File: src/rtl/alu_pkg.sv
// alu_pkg: unit selects, op codes and FSM states shared by the pipelined ALU
package alu_pkg;
  localparam logic [1:0] UNIT_ARITH = 2'b00;
  localparam logic [1:0] UNIT_LOGIC = 2'b01;
  localparam logic [1:0] UNIT_SHIFT = 2'b10;
  localparam logic [1:0] UNIT_SETC  = 2'b11;
  localparam logic [2:0] OP_ADD  = 3'd0;
  localparam logic [2:0] OP_ADDU = 3'd1;
  localparam logic [2:0] OP_SUB  = 3'd2;
  localparam logic [2:0] OP_SUBU = 3'd3;
  localparam logic [2:0] OP_INC  = 3'd4;
  localparam logic [2:0] OP_DEC  = 3'd5;
  localparam logic [2:0] OP_AND  = 3'd0;
  localparam logic [2:0] OP_OR   = 3'd1;
  localparam logic [2:0] OP_XOR  = 3'd2;
  localparam logic [2:0] OP_NOT  = 3'd3;
  localparam logic [2:0] OP_NAND = 3'd4;
  localparam logic [2:0] OP_NOR  = 3'd5;
  localparam logic [2:0] OP_XNOR = 3'd6;
  localparam logic [2:0] OP_SLL  = 3'd0;
  localparam logic [2:0] OP_SRL  = 3'd1;
  localparam logic [2:0] OP_SLA  = 3'd2;
  localparam logic [2:0] OP_SRA  = 3'd3;
  localparam logic [2:0] OP_ROL  = 3'd4;
  localparam logic [2:0] OP_ROR  = 3'd5;
  localparam logic [2:0] OP_LE   = 3'd0;
  localparam logic [2:0] OP_LT   = 3'd1;
  localparam logic [2:0] OP_GE   = 3'd2;
  localparam logic [2:0] OP_GT   = 3'd3;
  localparam logic [2:0] OP_EQ   = 3'd4;
  localparam logic [2:0] OP_NE   = 3'd5;
  typedef enum logic {IDLE, SHIFT} alu_state_t;
endpackage

File: src/rtl/alu_pipe_if.sv
// alu_pipe_if: operand/result handshake bundle between operand fetch and writeback
interface alu_pipe_if #(parameter int WIDTH = 16);
  logic             in_valid, in_ready;
  logic [WIDTH-1:0] a, b;
  logic [4:0]       alu_code;
  logic             out_valid, out_ready;
  logic [WIDTH-1:0] c;
  logic             overflow, zero, neg, ovf_sticky, clr_sticky;
  modport master (output in_valid, a, b, alu_code, out_ready, clr_sticky,
                  input  in_ready, out_valid, c, overflow, zero, neg, ovf_sticky);
  modport slave  (input  in_valid, a, b, alu_code, out_ready, clr_sticky,
                  output in_ready, out_valid, c, overflow, zero, neg, ovf_sticky);
endinterface

File: src/rtl/alu_comb.sv
// alu_comb: single-cycle arith/logic/set-cond result and overflow; other units pass a
module alu_comb import alu_pkg::*; #(parameter int WIDTH = 16) (
  input  logic [WIDTH-1:0] a_i,
  input  logic [WIDTH-1:0] b_i,
  input  logic [4:0]       code_i,
  output logic [WIDTH-1:0] res_o,
  output logic             ovf_o
);
  logic [WIDTH:0]   sum, dif;
  logic [WIDTH-1:0] inc, dec;
  logic             lt, eq, setc;
  logic [2:0]       op;
  assign op  = code_i[2:0];
  assign sum = {1'b0, a_i} + {1'b0, b_i};
  assign dif = {1'b0, a_i} - {1'b0, b_i};
  assign inc = a_i + WIDTH'(1);
  assign dec = a_i - WIDTH'(1);
  assign lt  = $signed(a_i) < $signed(b_i);
  assign eq  = a_i == b_i;
  // signed compare outcome for the set-cond unit
  always_comb begin
    setc = 1'b0;
    case (op)
      OP_LE:   setc = lt | eq;
      OP_LT:   setc = lt;
      OP_GE:   setc = !lt;
      OP_GT:   setc = !(lt | eq);
      OP_EQ:   setc = eq;
      OP_NE:   setc = !eq;
      default: setc = 1'b0;
    endcase
  end
  // unit/op result select; signed ops flag two's-complement overflow, unsigned ops carry/borrow
  always_comb begin
    res_o = a_i;
    ovf_o = 1'b0;
    case (code_i[4:3])
      UNIT_ARITH:
        case (op)
          OP_ADD:  begin res_o = sum[WIDTH-1:0]; ovf_o = (a_i[WIDTH-1] == b_i[WIDTH-1]) && (sum[WIDTH-1] != a_i[WIDTH-1]); end
          OP_ADDU: begin res_o = sum[WIDTH-1:0]; ovf_o = sum[WIDTH]; end
          OP_SUB:  begin res_o = dif[WIDTH-1:0]; ovf_o = (a_i[WIDTH-1] != b_i[WIDTH-1]) && (dif[WIDTH-1] != a_i[WIDTH-1]); end
          OP_SUBU: begin res_o = dif[WIDTH-1:0]; ovf_o = dif[WIDTH]; end
          OP_INC:  begin res_o = inc; ovf_o = inc[WIDTH-1] & ~a_i[WIDTH-1]; end
          OP_DEC:  begin res_o = dec; ovf_o = ~dec[WIDTH-1] & a_i[WIDTH-1]; end
          default: res_o = a_i;
        endcase
      UNIT_LOGIC:
        case (op)
          OP_AND:  res_o = a_i & b_i;
          OP_OR:   res_o = a_i | b_i;
          OP_XOR:  res_o = a_i ^ b_i;
          OP_NOT:  res_o = ~a_i;
          OP_NAND: res_o = ~(a_i & b_i);
          OP_NOR:  res_o = ~(a_i | b_i);
          OP_XNOR: res_o = ~(a_i ^ b_i);
          default: res_o = a_i;
        endcase
      UNIT_SETC: res_o = {{(WIDTH-1){1'b0}}, setc};
      default:   res_o = a_i;
    endcase
  end
endmodule

File: src/rtl/alu_pipe.sv
// alu_pipe: handshaked ALU with registered result, iterative 1-bit/cycle shifter and sticky overflow
module alu_pipe import alu_pkg::*; #(parameter int WIDTH = 16) (
  input logic clk,
  input logic rst,
  alu_pipe_if.slave bus
);
  localparam int SHW = $clog2(WIDTH);
  alu_state_t       state_q;
  logic [WIDTH-1:0] c_q, work_q, comb_res, step_val, c_d;
  logic [SHW-1:0]   cnt_q, n;
  logic [2:0]       sop_q, op;
  logic             sovf_q, out_valid_q, ovf_q, zero_q, neg_q, sticky_q;
  logic             comb_ovf, step_ovf, ovf_d, accept, start_shift, last, load;
  alu_comb #(.WIDTH(WIDTH)) u_comb (
    .a_i(bus.a), .b_i(bus.b), .code_i(bus.alu_code), .res_o(comb_res), .ovf_o(comb_ovf)
  );
  assign n             = bus.b[SHW-1:0];
  assign op            = bus.alu_code[2:0];
  assign bus.in_ready  = state_q == IDLE && (!out_valid_q || bus.out_ready);
  assign accept        = bus.in_valid && bus.in_ready;
  assign start_shift   = accept && bus.alu_code[4:3] == UNIT_SHIFT && op < 3'd6 && n != '0;
  assign last          = state_q == SHIFT && cnt_q == SHW'(1);
  assign load          = (accept && !start_shift) || last;
  assign c_d           = last ? step_val : comb_res;
  assign ovf_d         = last ? (sovf_q | step_ovf) : comb_ovf;
  assign bus.out_valid  = out_valid_q;
  assign bus.c          = c_q;
  assign bus.overflow   = ovf_q;
  assign bus.zero       = zero_q;
  assign bus.neg        = neg_q;
  assign bus.ovf_sticky = sticky_q;
  // one-bit step of the working register; SLA flags a sign change on this step
  always_comb begin
    step_ovf = sop_q == OP_SLA && (work_q[WIDTH-1] ^ work_q[WIDTH-2]);
    step_val = sop_q == OP_SLL || sop_q == OP_SLA ? {work_q[WIDTH-2:0], 1'b0} :
               sop_q == OP_SRL ? {1'b0, work_q[WIDTH-1:1]} :
               sop_q == OP_SRA ? {work_q[WIDTH-1], work_q[WIDTH-1:1]} :
               sop_q == OP_ROL ? {work_q[WIDTH-2:0], work_q[WIDTH-1]} :
               sop_q == OP_ROR ? {work_q[0], work_q[WIDTH-1:1]} : work_q;
  end
  // FSM, shifter state, output register and sticky overflow
  always_ff @(posedge clk) begin
    if (rst) begin
      state_q     <= IDLE;
      c_q         <= '0;
      work_q      <= '0;
      cnt_q       <= '0;
      sop_q       <= '0;
      sovf_q      <= 1'b0;
      out_valid_q <= 1'b0;
      ovf_q       <= 1'b0;
      zero_q      <= 1'b0;
      neg_q       <= 1'b0;
      sticky_q    <= 1'b0;
    end else begin
      if (load) begin
        c_q         <= c_d;
        ovf_q       <= ovf_d;
        zero_q      <= c_d == '0;
        neg_q       <= c_d[WIDTH-1];
        out_valid_q <= 1'b1;
      end else if (bus.out_ready) begin
        out_valid_q <= 1'b0;
      end
      sticky_q <= (load && ovf_d) || (sticky_q && !bus.clr_sticky);
      case (state_q)
        IDLE:
          if (start_shift) begin
            state_q <= SHIFT;
            work_q  <= bus.a;
            cnt_q   <= n;
            sop_q   <= op;
            sovf_q  <= 1'b0;
          end
        SHIFT: begin
          work_q  <= step_val;
          cnt_q   <= cnt_q - SHW'(1);
          sovf_q  <= sovf_q | step_ovf;
          state_q <= last ? IDLE : SHIFT;
        end
        default: state_q <= IDLE;
      endcase
    end
  end
endmodule
File: src/flat_wrapper.sv
// flat-port wrapper written by rule: the top's interface ports become plain ports
module alu_pipe_flat import alu_pkg::*;
#(parameter int WIDTH = 16)
  (clk, rst, bus_in_valid, bus_a, bus_b, bus_alu_code, bus_out_ready, bus_clr_sticky, bus_in_ready, bus_out_valid, bus_c, bus_overflow, bus_zero, bus_neg, bus_ovf_sticky);
  alu_pipe_if #(.WIDTH(WIDTH)) bus_i ();
  input logic clk;
  input logic rst;
  input wire logic [$bits(bus_i.in_valid)-1:0] bus_in_valid;
  input wire logic [$bits(bus_i.a)-1:0] bus_a;
  input wire logic [$bits(bus_i.b)-1:0] bus_b;
  input wire logic [$bits(bus_i.alu_code)-1:0] bus_alu_code;
  input wire logic [$bits(bus_i.out_ready)-1:0] bus_out_ready;
  input wire logic [$bits(bus_i.clr_sticky)-1:0] bus_clr_sticky;
  output wire logic [$bits(bus_i.in_ready)-1:0] bus_in_ready;
  output wire logic [$bits(bus_i.out_valid)-1:0] bus_out_valid;
  output wire logic [$bits(bus_i.c)-1:0] bus_c;
  output wire logic [$bits(bus_i.overflow)-1:0] bus_overflow;
  output wire logic [$bits(bus_i.zero)-1:0] bus_zero;
  output wire logic [$bits(bus_i.neg)-1:0] bus_neg;
  output wire logic [$bits(bus_i.ovf_sticky)-1:0] bus_ovf_sticky;
  assign bus_i.in_valid = bus_in_valid;
  assign bus_i.a = bus_a;
  assign bus_i.b = bus_b;
  assign bus_i.alu_code = bus_alu_code;
  assign bus_i.out_ready = bus_out_ready;
  assign bus_i.clr_sticky = bus_clr_sticky;
  assign bus_in_ready = bus_i.in_ready;
  assign bus_out_valid = bus_i.out_valid;
  assign bus_c = bus_i.c;
  assign bus_overflow = bus_i.overflow;
  assign bus_zero = bus_i.zero;
  assign bus_neg = bus_i.neg;
  assign bus_ovf_sticky = bus_i.ovf_sticky;
  alu_pipe #(.WIDTH(WIDTH)) u_core (.clk(clk), .rst(rst), .bus(bus_i));
endmodule
File: config.mk
export PLATFORM = sky130hd
export DESIGN_NAME = alu_pipe_flat
export DESIGN_NICKNAME = d
export VERILOG_FILES = /design/src/rtl/alu_pkg.sv /design/src/rtl/alu_pipe_if.sv /design/src/rtl/alu_comb.sv /design/src/rtl/alu_pipe.sv /design/src/flat_wrapper.sv
export SDC_FILE = /design/constraint.sdc
export NUM_CORES = 1
export LEC_CHECK = 0
export CAP_MARGIN = 10
export CORE_AREA = 5 5 171 140
export DETAILED_ROUTE_END_ITERATION = 10
export DIE_AREA = 0 0 176 145
export SYNTH_ARGS = -nofsm -noshare
export SYNTH_HDL_FRONTEND = slang
export SYNTH_SLANG_ARGS = --single-unit
File: constraint.sdc
create_clock -name clk -period 5.51 [get_ports clk]
set_input_delay 1.102 -clock clk [delete_from_list [all_inputs] [get_ports clk]]
set_output_delay 1.102 -clock clk [all_outputs]
set_load 0.05 [all_outputs]
==> results.md <==
- Status: finished, final reports clean
- Final Max Tran Viols: 0
- Buf/Inv on CP: 2
- Critical Path End: u_core.bus.zero
- Kind of critical path: input port to register
- VDD IR-drop max: 0.000179 V
- CP Capture Type: register
- DRT antenna net count: 0
- Die ar.: 25500 sq um
- Logic pwr share: 48.6%
- Final nets: 1059
- Internal power: 0.000759 W
- # hold bufs at CTS: 0
- Critical path depth in cells: 13
- Switching Power: 0.000571 W
- Crit path launch: bus_b[1]
- DRC violations left: 0
- Setup WS post-layout: 277 ps
- Slew @ Worst Pin: 1080 ps
- Hpwl dp: 20400 um
- Vias in the first global route: 6949
- Type of the most critical hold path: register to register
- DIE WIDTH: 176 um
- Diodes inserted: 0
- Post-synth top flop: dfxtp_1
- CTS tree: yes
- Total power: 0.00133 W
- Final core occ: 34.7%
- Final GP Congestion: 0.972
- Worst rel slew slack: 26.2%
- Sink Count: 45
- Routed vias/inst: 5.95
- Crit path max fanout: 5
- RR Startpoint: u_core.sop_q[1]
- Worst skew pair latency: 290 ps
- Distinct cells, synth: 78
- RSZ-0062 raised after global routing: no
- Number of post-CTS setup repair buffers: 0
- Initial Utilization: 29.3%
- CP max stage delay: 1000 ps
- Crit path DAT: 5420 ps
- Synthesis-stage register bit count: 45
- Post-synthesis cell area: 6470 sq um
- Largest net degree at the start of global routing: 50
- Register share of total power: 27.2%
- Syn Inst Count: 923
- Synth warnings: 0
- EDFF count, synth: 0
- Initial antenna violation count: 0
- Root buf cell: clkbuf_16
- Worst Skew: 10.6 ps
- Clk slew on worst S/H paths: 80 ps
- Asr flop ratio synth: 0%
- Total congestion overflow: 0
- Via count: 7388
- CP Launch Type: input port
- Num CTS Buffers: 5
- Die height: 145 um
- Area Growth Syn to Fin: 18.3%
- Detailed-route wire length: 26400 um
- Floorplan row count: 49
- Delay-heaviest family, CP: compound AO/OA/AOI/OAI gates
- Post-CTS sizing: 0
- Crit Reg-Reg Endpoint: u_core.bus.zero
- Cell Chain, Critical Path: clkdlybuf4s50_1 -> inv_1 -> ha_1 -> a211oi_1 -> o21ai_0 -> a2111oi_0 -> o41ai_1 -> xnor2_1 -> o211a_1 -> and2_1 -> and4_1 -> and4_1 -> a32o_1
- Minimum clock period: 5230 ps
- Final Cycle Share: 95.0%
- Htree depth: 2
- Reg-to-reg slack, setup: 2190 ps
- Fmax: 191 MHz
- Worst EP required: 5700 ps
- Fin. Hold Viols: 0
- Setup Total Neg Slack: 0 ps
- Clock share of power: 24.2%
- Wire length of the first global-routing pass: 40600 um
- Power per cell area: 174 nW/um^2
- Sw frac: 42.9%
- Seq/Total Area, Yosys: 13.9%
- Core area: 22100 sq um
- Worst slack, placed: 220 ps
- IO Pins: 64
- Total GRT Usage: 19.8%
- Wirelength per Cell: 21.3 um
- Mapped Nets: 1021
- Max_cap viols: 0
- Synth Area per Inst: 7.01 sq um
- Leakage: 2.92 nW
- Clock Path Buffers: 2
- Pre-Repair DR Iteration Count: 7
- R2R cell count: 11
- Slowest-stage cell, CP: a2111oi_0
- Share of post-route cells with drive strength above 1: 8.32%
- IO buf count: 63
- Most used cell, CP: and4_1
- Final setup fails: 0
- Iter 0 DRT Violations: 945
[power groups by stage]
stage          clock (W)  combinational (W)  sequential (W)
3_5_place_dp           0           0.000629        0.000369
3_3_place_gp           0           0.000629        0.000368
4_1_cts         0.000330           0.000632        0.000361
6_report        0.000322           0.000647        0.000361
2_1_floorplan          0           0.000364        0.000409
5_1_grt         0.000343           0.000693        0.000364
[metrics by stage]
stage          std cells  area (sq um)  hold slack, ps
2_1_floorplan        923          6470             431
3_3_place_gp        1234          7510             443
3_5_place_dp        1234          7510             457
4_1_cts             1242          7660             466
5_1_grt             1242          7660             502
6_report            1242          7660             464
[kinds of logic after synthesis]
| kind of cell | share of synthesized area, % |
|---|---|
| and+or+nand+nor | 21.5 |
| AOI/OAI and AO/OA | 32.6 |
| buffers and inverters | 8.72 |
| muxes | 6.53 |
| DFF | 13.9 |
| xor gates and xnor gates | 5.68 |
| adders and majority gates | 11.1 |
[synthesized netlist by cell type, types with 7 or more instances]
cell       instances  area share [%]
nor2_1            97             5.6
a21oi_1           85             6.6
nand2_1           74             4.3
inv_1             57             3.3
clkbuf_1          56             3.2
o21ai_0           55             4.3
ha_1              54              10
dfxtp_1           45              14
mux2i_1           31             4.8
xnor2_1           28             3.8
a211oi_1          23             2.7
nor3_1            20             1.5
a22oi_1           19             2.2
o221ai_1          18             2.4
nand3_1           17             1.3
nor2b_1           14             1.4
xor2_1            14             1.9
buf_1             13            0.75
nand4_1           11             1.1
nor4_1            11             1.1
o211ai_1          11             1.3
a221o_1           10             1.5
buf_2             10            0.77
o31ai_1            9             1.0
a31oi_1            8            0.77
a2111oi_0          7            0.95
or3_1              7            0.68
[flip-flops by register name (all words and copies together) (netlist names)]
signal / cells
u_core.work_q: 16
u_core.bus.c: 15
u_core.cnt_q: 4
u_core.sop_q: 3
u_core.bus.neg: 1
u_core.bus.out_valid: 1
u_core.bus.overflow: 1
u_core.bus.ovf_sticky: 1
u_core.bus.zero: 1
u_core.sovf_q: 1
u_core.state_q: 1
[cells in the final DEF (no fill, tap or decap), types with 17 or more instances in the layout]
master           instances
nand3_1                 17
ha_1                    54
inv_1                   57
clkdlybuf4s50_1         60
o21ai_0                 55
buf_4                   49
a21oi_1                 85
xnor2_1                 28
dfxtp_1                 45
nor3_1                  20
nor2_1                  97
mux2i_1                 31
nand2_1                 74
a22oi_1                 19
o221ai_1                18
a211oi_1                23
[tightest hold or removal path, delay by kind of cell (launching register included)]
family          cells  cell delay [ps]
flops               1              320
simple gates        1               50
compound gates      1               50
[per-layer routing]
layer  vias to the layer above  share of wire [%]  wire (um)  track usage [%]
met5                         -                  0          0                0
li1                       3471                  -          -                -
met1                      3479                 46      12200             29.2
met4                         0                1.1        286             2.38
met3                        26                 12       3110             6.29
met2                       412                 41      10800             29.0
[how the worst min path moves through the flow]
stage	start	to	slack (ps)	cells past startpoint
2_1_floorplan	u_core.sovf_q	u_core.sovf_q	430	2
3_3_place_gp	u_core.sovf_q	u_core.sovf_q	440	2
3_5_place_dp	u_core.sovf_q	u_core.sovf_q	460	2
4_1_cts	u_core.sovf_q	u_core.sovf_q	470	2
5_1_grt	u_core.sovf_q	u_core.sovf_q	500	2
6_report	u_core.sovf_q	u_core.sovf_q	460	2
[cell type report]
class	instances	area, sq um
clock buffer	5	125
clock inverter	3	28.8
fill	2405	14400
inverter	61	229
multi-input combinational	735	5020
sequential	45	901
tap	280	350
timing repair buffer	113	1000
Note: power is estimated with default switching activity, not from simulation.
